File: src/rtl/thread_sched_pkg.sv
// Shared types and constants for the barrel-thread fetch scheduler.
package thread_sched_pkg;

  localparam int XLEN         = 32;
  localparam int THREAD_WIDTH = 2;
  localparam int NUM_THREADS  = 2 ** THREAD_WIDTH;

  typedef logic [THREAD_WIDTH-1:0] tid_t;
  typedef logic [XLEN-1:0]         xlen_t;

  // One fetch issue towards the instr stage.
  typedef struct packed {
    xlen_t pc;
    tid_t  thread_id;
  } sched_issue_t;

  // One resolution coming back from execute.
  typedef struct packed {
    tid_t  thread_id;
    logic  redirect;
    xlen_t pc;
  } sched_resolve_t;

  typedef enum logic {
    S_IDLE,
    S_HOLD
  } sched_state_e;

  // Redirect targets are forced to word alignment (no compressed instructions).
  function automatic xlen_t align_pc(input xlen_t pc);
    return {pc[XLEN-1:2], 2'b00};
  endfunction

endpackage

File: src/rtl/rr_arbiter.sv
// Combinational round-robin arbiter: grants the first requester strictly after ptr,
// wrapping, so ptr itself has the lowest priority. N must be a power of two >= 2.
module rr_arbiter #(
  parameter  int N = 4,
  localparam int W = (N > 1) ? $clog2(N) : 1
) (
  input  logic [N-1:0] req,
  input  logic [W-1:0] ptr,
  output logic         gnt_valid,
  output logic [W-1:0] gnt_idx
);

  logic [W-1:0] cand;

  // Scan from the farthest offset down so the nearest requester after ptr wins last.
  always_comb begin
    // NOTE: every output gets a default before any branch, otherwise a latch is inferred.
    gnt_valid = 1'b0;
    gnt_idx   = '0;
    cand      = '0;
    for (int i = N; i >= 1; i--) begin
      cand = ptr + W'(i);
      if (req[cand]) begin
        gnt_valid = 1'b1;
        gnt_idx   = cand;
      end
    end
  end

endmodule

File: src/rtl/thread_sched.sv
// Barrel-thread fetch scheduler: one PC per hardware thread, round-robin issue over
// enabled, idle threads, at most one instruction in flight per thread.
module thread_sched
  import thread_sched_pkg::*;
#(
  parameter xlen_t RESET_PC = '0,
  parameter xlen_t PC_INC   = xlen_t'(4)
) (
  input  logic                    clk,
  input  logic                    rst,
  input  logic                    stall_i,
  input  logic [NUM_THREADS-1:0]  thread_en_i,
  input  logic                    fetch_ready_i,
  output logic                    pc_valid_o,
  output logic [XLEN-1:0]         pc_pc_o,
  output logic [THREAD_WIDTH-1:0] pc_thread_id_o,
  input  logic                    resolve_valid_i,
  input  logic [THREAD_WIDTH-1:0] resolve_thread_id_i,
  input  logic                    resolve_redirect_i,
  input  logic [XLEN-1:0]         resolve_pc_i,
  output logic [NUM_THREADS-1:0]  inflight_o,
  output logic                    err_o
);

  sched_state_e           state_q, state_d;
  xlen_t                  pc_q [NUM_THREADS];
  logic [NUM_THREADS-1:0] inflight_q;
  tid_t                   rr_ptr_q;
  sched_issue_t           issue_q, issue_d;
  logic                   valid_q, valid_d;
  logic                   issue_load;
  logic                   err_q;

  logic [NUM_THREADS-1:0] eligible, arb_req;
  tid_t                   arb_ptr, gnt_idx;
  logic                   gnt_valid;
  logic                   accept;
  logic                   res_legal;
  sched_resolve_t         res;

  assign res = '{thread_id: resolve_thread_id_i,
                 redirect:  resolve_redirect_i,
                 pc:        resolve_pc_i};

  // Eligibility comes from registered state only: a resolved thread competes next cycle.
  assign eligible  = thread_en_i & ~inflight_q;
  assign accept    = (state_q == S_HOLD) & fetch_ready_i & ~stall_i;
  assign res_legal = resolve_valid_i & inflight_q[res.thread_id];

  // While an issue is held its thread is not yet marked in flight, so mask it out and
  // arbitrate from it, as if the pointer had already advanced to the accepted thread.
  always_comb begin
    arb_req = eligible;
    arb_ptr = rr_ptr_q;
    if (state_q == S_HOLD) begin
      arb_req = eligible & ~(NUM_THREADS'(1) << issue_q.thread_id);
      arb_ptr = issue_q.thread_id;
    end
  end

  rr_arbiter #(.N(NUM_THREADS)) u_arb (
    .req       (arb_req),
    .ptr       (arb_ptr),
    .gnt_valid (gnt_valid),
    .gnt_idx   (gnt_idx)
  );

  // FSM state register.
  always_ff @(posedge clk or negedge rst) begin
    // NOTE: sequential state uses non-blocking assignments so every flop samples pre-edge values.
    if (!rst) state_q <= S_IDLE;
    else      state_q <= state_d;
  end

  // Next state and issue-register load: select in IDLE, or right after an accept in HOLD.
  always_comb begin
    state_d    = state_q;
    valid_d    = valid_q;
    issue_load = 1'b0;
    issue_d    = '{pc: pc_q[gnt_idx], thread_id: gnt_idx};
    unique case (state_q)
      S_IDLE: begin
        if (!stall_i && gnt_valid) begin
          issue_load = 1'b1;
          valid_d    = 1'b1;
          state_d    = S_HOLD;
        end
      end
      S_HOLD: begin
        if (accept) begin
          if (gnt_valid) begin
            issue_load = 1'b1;
          end else begin
            valid_d = 1'b0;
            state_d = S_IDLE;
          end
        end
      end
      default: state_d = S_IDLE;
    endcase
  end

  // Issue output registers; contents stay frozen until the next selection.
  always_ff @(posedge clk or negedge rst) begin
    if (!rst) begin
      valid_q <= 1'b0;
      issue_q <= '0;
    end else begin
      valid_q <= valid_d;
      if (issue_load) issue_q <= issue_d;
    end
  end

  // In-flight tracking, rr pointer and sticky error. The accept assignment comes last so
  // it wins the in-flight bit on an (illegal) same-thread resolve/accept collision.
  always_ff @(posedge clk or negedge rst) begin
    if (!rst) begin
      inflight_q <= '0;
      rr_ptr_q   <= tid_t'(NUM_THREADS - 1);
      err_q      <= 1'b0;
    end else begin
      if (resolve_valid_i) begin
        if (res_legal) inflight_q[res.thread_id] <= 1'b0;
        else           err_q                     <= 1'b1;
      end
      if (accept) begin
        inflight_q[issue_q.thread_id] <= 1'b1;
        rr_ptr_q                      <= issue_q.thread_id;
      end
    end
  end

  // PC file: one write port driven by legal resolves, read through the grant index.
  always_ff @(posedge clk or negedge rst) begin
    // NOTE: this array is reset on purpose; every thread must start fetching at RESET_PC.
    if (!rst) begin
      for (int t = 0; t < NUM_THREADS; t++) pc_q[t] <= RESET_PC;
    end else if (res_legal) begin
      pc_q[res.thread_id] <= res.redirect ? align_pc(res.pc)
                                          : pc_q[res.thread_id] + PC_INC;
    end
  end

  assign pc_valid_o     = valid_q;
  assign pc_pc_o        = issue_q.pc;
  assign pc_thread_id_o = issue_q.thread_id;
  assign inflight_o     = inflight_q;
  assign err_o          = err_q;

endmodule

File: config.mk
export PLATFORM = sky130hd
export DESIGN_NAME = thread_sched
export DESIGN_NICKNAME = d
export VERILOG_FILES = /design/src/rtl/thread_sched_pkg.sv /design/src/rtl/rr_arbiter.sv /design/src/rtl/thread_sched.sv
export SDC_FILE = /design/constraint.sdc
export NUM_CORES = 1
export LEC_CHECK = 0
export CORE_ASPECT_RATIO = 1.1
export CORE_MARGIN = 1
export CORE_UTILIZATION = 38
export DETAILED_ROUTE_END_ITERATION = 10
export PLACE_DENSITY_LB_ADDON = 0.08
export SLEW_MARGIN = 20
export SYNTH_ARGS = -nofsm -noshare
export SYNTH_HDL_FRONTEND = slang
export SYNTH_SLANG_ARGS = --single-unit
File: constraint.sdc
create_clock -name clk -period 7.2 [get_ports clk]
set_input_delay 1.44 -clock clk [delete_from_list [all_inputs] [get_ports clk]]
set_output_delay 1.44 -clock clk [all_outputs]
set_load 0.02 [all_outputs]
# ---- Word-level counts from Yosys, hierarchy flattened
# Index checks and enable logic that the tools add are counted.
dict set report classes {
  addsub 4
  magnitude_cmp 11
  eq_ne 3
  n_shift 1
  muxes 47
  bitwise_logic 15
  n_reduce_logical 7
}
# cell count
set ops {}
lappend ops {{32-bit 2-to-1 mux} 6}
lappend ops {{32-bit binary-select mux with 2-bit select} 2}
lappend ops {{128-bit bitwise mux} 1}
lappend ops {{32-bit demux with 2-bit select} 1}
lappend ops {{32-bit by 3-bit adder with 32-bit output, second input constant} 1}
lappend ops {{2-bit by 3-bit < comparator with 1-bit output, second input constant} 6}
lappend ops {{1-bit 2-to-1 mux} 18}
lappend ops {{4-bit 2-to-1 mux} 4}
lappend ops {{4-bit bitwise AND} 3}
lappend ops {{4-bit NOT} 3}
lappend ops {{1-bit binary-select mux with 2-bit select} 5}
lappend ops {{2-bit 2-to-1 mux} 5}
lappend ops {{3-bit >= comparator, second input constant} 2}
lappend ops {{2-bit NOT with 3-bit output} 2}
lappend ops {{1-bit case mux with 2 select lines} 3}
lappend ops {{2-bit adder, second input constant} 2}
lappend ops {{1-bit demux with 2-bit select} 2}
lappend ops {{2-bit by 1-bit >= comparator with 1-bit output, second input constant} 2}
lappend ops {{1-bit logical AND} 4}
lappend ops {{2-bit inequality test, second input constant} 2}
lappend ops {{4-bit bitwise OR} 1}
lappend ops {{1-bit by 2-bit left shift with 4-bit output, first input constant} 1}
lappend ops {{1-bit bitwise AND} 3}
lappend ops {{3-bit by 1-bit < comparator with 1-bit output, second input constant} 1}
lappend ops {{6 further kinds} 8}
dict set report totals {
  register_bits 171
  output_inout_bits 40
  elab_cells 99
}

# ---- Longest topological paths before layout
dict set report depth {
  depth_word 14
  mapped_depth 11
}

# ---- Hierarchy
# A second synthesis with hierarchy kept.
dict set report hier_totals {
  hier_cells 780
  hier_area_um2 8976.1
}
# mod n_inst cells_each area_each_um2
set modules_own_cells {}
lappend modules_own_cells {thread_sched 1 766 8884.8}
lappend modules_own_cells {rr_arbiter 1 14 91.3}

# ---- Least setup slack after synthesis
# OpenSTA, ideal clock, no wires.
dict set report synth_path {
  path_kind {in2reg}
  from {input resolve_thread_id_i[0]}
  to {register pc_q[63] in the netlist's numbering}
  setup_ns 0.138
  arrival_time_ns 3.610
  required_ns 7.062
  setup_slack_ns 3.452
  stages 10
  path_buffers 4
  path_cell_list {buf_6 -> buf_12 -> buf_12 -> mux4_2 -> inv_2 -> or4_4 -> buf_6 -> nor4_4 -> mux2i_1 -> o211ai_1}
}
dict set report synth_via {
  elab_chain_cells 7
  word_cells_on_any_way 15
}
# element line_no
set synth_rtl {}
lappend synth_rtl {{from (decl)} thread_sched.sv:18} ;# input logic [THREAD_WIDTH-1:0] resolve_thread_id_i,
lappend synth_rtl {{2-bit NOT with 3-bit output} {thread_sched.sv:139, thread_sched.sv:140}}
lappend synth_rtl {{32-bit binary-select mux with 2-bit select} thread_sched.sv:140} ;# : pc_q[res.thread_id] + PC_INC;
lappend synth_rtl {{32-bit 2-to-1 mux (implied by the code) (2 in a row)} thread_sched.sv:140}
lappend synth_rtl {{32-bit by 3-bit adder with 32-bit output} thread_sched.sv:140}
lappend synth_rtl {{32-bit 2-to-1 mux} thread_sched.sv:139} ;# pc_q[res.thread_id] <= res.redirect ? align_pc(res.pc)
lappend synth_rtl {{128-bit bitwise mux} thread_sched.sv:139}
lappend synth_rtl {{to (signal, indexed assignment)} thread_sched.sv:139}
lappend synth_rtl {{to (decl)} thread_sched.sv:26} ;# xlen_t pc_q [NUM_THREADS];
# Parallel ways exist; a longest one is shown, timed or not. The select of a mux whose other input is x is not followed.
# A chain may end at the register's enable or synchronous reset.

# ---- Final worst setup path
dict set report layout_path {
  from {input resolve_thread_id_i[0]}
  to {register pc_q[31] in the netlist's numbering}
}
# The elaborated chain is that of the path after synthesis.

==> impl_metrics.env <==
export IMPL_period_minus_slack_ps=4430
export IMPL_numCtsBuffers=17
export IMPL_ir_drop_v=0.000207
export IMPL_drc_errors=0
export IMPL_rsz0062_at_grt="no"
export IMPL_hold_depth=2
export IMPL_wire_per_inst_um=19.9
export IMPL_async_flop_share_pct=100
export IMPL_clock_latency_ps=430
export IMPL_syn_nets=950
export IMPL_antenna_found_initial=0
export IMPL_yosys_warnings=0
export IMPL_synthTopCellsByArea="dfrtp_1 44%, mux2i_1 11%, nand2_1 6.8%, mux4_1 4.7%, o21ai_0 4.5%"
export IMPL_globalplace_congestion=0.790
export IMPL_end_kind="flip-flop"
export IMPL_grt_max_degree=79
export IMPL_grt_pass1_wl_um=41100
export IMPL_drv_slew=0
export IMPL_post_cts_buffers=0
export IMPL_fmax_mhz=226
export IMPL_synth_most_common_cell="nand2_1"
export IMPL_routed_via_count=7046
export IMPL_fin_crit_sh_pct=61.5
export IMPL_io_pins=84
export IMPL_drive_gt1_share_pct=12.7
export IMPL_worst_slew_pin_slew_ps=1110
export IMPL_relSlewSlack_pct=26.0
export IMPL_pwr_share_seq_pct=36.3
export IMPL_final_nets=1002
export IMPL_gr_total_overflow=0
export IMPL_n_antenna_cell=0
export IMPL_place_hpwl_um=15700
export IMPL_p_int_mw=2.84
export IMPL_finalSetupViolations=0
export IMPL_cts_resized_gates=0
export IMPL_avgSynthCellArea_um2=10.5
export IMPL_holdBufCountCts=0
export IMPL_first_iter_violations=410
export IMPL_fin_ws_ps=2770
export IMPL_netlist_instances=905
export IMPL_clock_skew_ps=11.7
export IMPL_fin_tns_setup_ps=0
export IMPL_numPortBuffers=81
export IMPL_start_util_pct=38.9
export IMPL_cts_tree="built"
export IMPL_switching_power_mw=1.81
export IMPL_rr_worst_depth=7
export IMPL_clk_pin_slew_ps=70
export IMPL_stdcell_count=1280
export IMPL_critPathArrivalTime_ps=4710
export IMPL_worstSetupStartpointType="input port"
export IMPL_cp_max_fo=26
export IMPL_cts_sinks=171
export IMPL_num_rows=60
export IMPL_die_area_mm2=0.0258
export IMPL_vias_per_cell=5.50
export IMPL_antenna_left=0
export IMPL_grt_pass1_vias=7193
export IMPL_placed_cells=1248
export IMPL_synth_top_cell_by_area="dfrtp_1"
export IMPL_power_leakage_nw=4.94
export IMPL_hold_violations=0
export IMPL_synth_edf_count=0
export IMPL_synth_seq_cells=171
export IMPL_outcome="completed"
export IMPL_fillers=2370
export IMPL_area_delta_synth_final_pct=16.3
export IMPL_ys_types=62
export IMPL_critPathKind="in2reg"
export IMPL_core_mm2=0.0245
export IMPL_track_usage_pct=20.7
export IMPL_p_per_area_mw_per_mm2=419
export IMPL_synth_flop_cell="dfrtp_1"
export IMPL_ys_top_cells_by_count="174 x nand2_1, 169 x dfrtp_1, 109 x mux2i_1"
export IMPL_worstHoldPathType="reg2reg"
export IMPL_die_width_um=153
export IMPL_routed_wl_um=25400
export IMPL_p_clk_share_pct=19.0
export IMPL_place_ws_ps=2260
export IMPL_die_height_um=168
export IMPL_p_comb_share_pct=44.7
export IMPL_cap_violations=0
export IMPL_htree_num_levels=4
export IMPL_syn_area_mm2=0.00955
export IMPL_ys_seq_area_share_pct=44.8
export IMPL_cts_buffer_depth=2
export IMPL_firstDrtPassIters=5
export IMPL_switching_share_pct=39.0
export IMPL_clk_root_buffer_cell="clkbuf_16"
export IMPL_worst_endpoint_required_ps=7480
export IMPL_synth_top_area_share_pct=44.3
export IMPL_fin_util_pct=45.2
final timing paths:
path                                              from  slack [ps]     endpoint
worst max-delay path            resolve_thread_id_i[0]        2770     pc_q[31]
worst min-delay path                       rr_ptr_q[0]         460  rr_ptr_q[0]
worst max register to register                 state_q        4310  pc_pc_o[16]
worst min register to register             rr_ptr_q[0]         460  rr_ptr_q[0]
max in group asynchronous                          rst        5180    pc_q[112]
min in group asynchronous                          rst         920   pc_valid_o
final cells by class:
class | instances | area, µm² | share of cell area, %
repair buffers | 94 | 903 | 8.13
clock inverters | 12 | 88.8 | 0.800
clock buffers | 20 | 467 | 4.20
well taps | 310 | 388 | 3.49
multi-input cells | 662 | 4940 | 44.4
flip-flops and latches | 171 | 4280 | 38.6
inverters | 11 | 41.3 | 0.372
layer usage:
metal,share of wire [%],vias up,track usage (%)
met2,49,127,34.9
met3,2.6,10,2.55
met1,48,3489,28.1
met5,0,-,0
li1,-,3420,-
met4,0.82,0,5.36
power by group through the flow:
stage / Sequential [mW] / Combinational [mW] / Clock [mW]
6_report: 1.69 / 2.08 / 0.884
4_1_cts: 1.69 / 2.11 / 0.907
3_3_place_gp: 1.70 / 2.08 / 0
3_5_place_dp: 1.71 / 2.10 / 0
2_1_floorplan: 1.71 / 1.44 / 0
5_1_grt: 1.75 / 2.30 / 0.940
cell families (layout without fill, tap and decap cells):
| family | count (synthesis) | count (layout) | synth area share (%) |
|---|---|---|---|
| muxes | 175 | 175 | 23.7 |
| AOI/OAI and AO/OA | 178 | 178 | 11.8 |
| and+or+nand+nor | 291 | 291 | 14.2 |
| buffers and inverters | 72 | 137 | 3.71 |
| adders and majority gates | 1 | 1 | 0.131 |
| DFF | 171 | 171 | 44.8 |
| xor gates and xnor gates | 17 | 17 | 1.56 |
worst max-delay path, cell delays in order:
cell and delay [ps]:
buf_2 600, buf_4 480, mux4_1 440, nand4_1 240, or4_1 680, nor4_4 490, mux2i_1 250, o211ai_1 100
state kept, by name, summed over array words and instances (netlist names):
name / cells
pc_valid_o: 1
state_q: 1
err_o: 1
pc_pc_o: 32
inflight_o: 4
pc_q: 128
rr_ptr_q: 2
pc_thread_id_o: 2
stage by stage:
step	hold slack, ps	area (µm²)	total power, mW
final	462	11100	4.65
after global placement	449	10500	3.78
after global routing	488	11100	4.99
after CTS	464	11100	4.71
after detailed placement	455	10500	3.81
after floorplan	439	9550	3.15
placed cells by master, fill, tap and decap left out, drive strengths merged, types with 16 or more instances in the layout:
cell type | netlist | final
o21ai | 88 | 88
nor2 | 41 | 41
buf | 23 | 16
o221ai | 24 | 24
a21oi | 19 | 19
o31ai | 22 | 22
mux2 | 34 | 34
mux2i | 109 | 109
clkbuf | 38 | 20
dfrtp | 169 | 169
clkdlybuf4s50 | 0 | 78
mux4 | 32 | 32
nand2 | 174 | 174
Note: power is estimated with default switching activity, not from simulation.
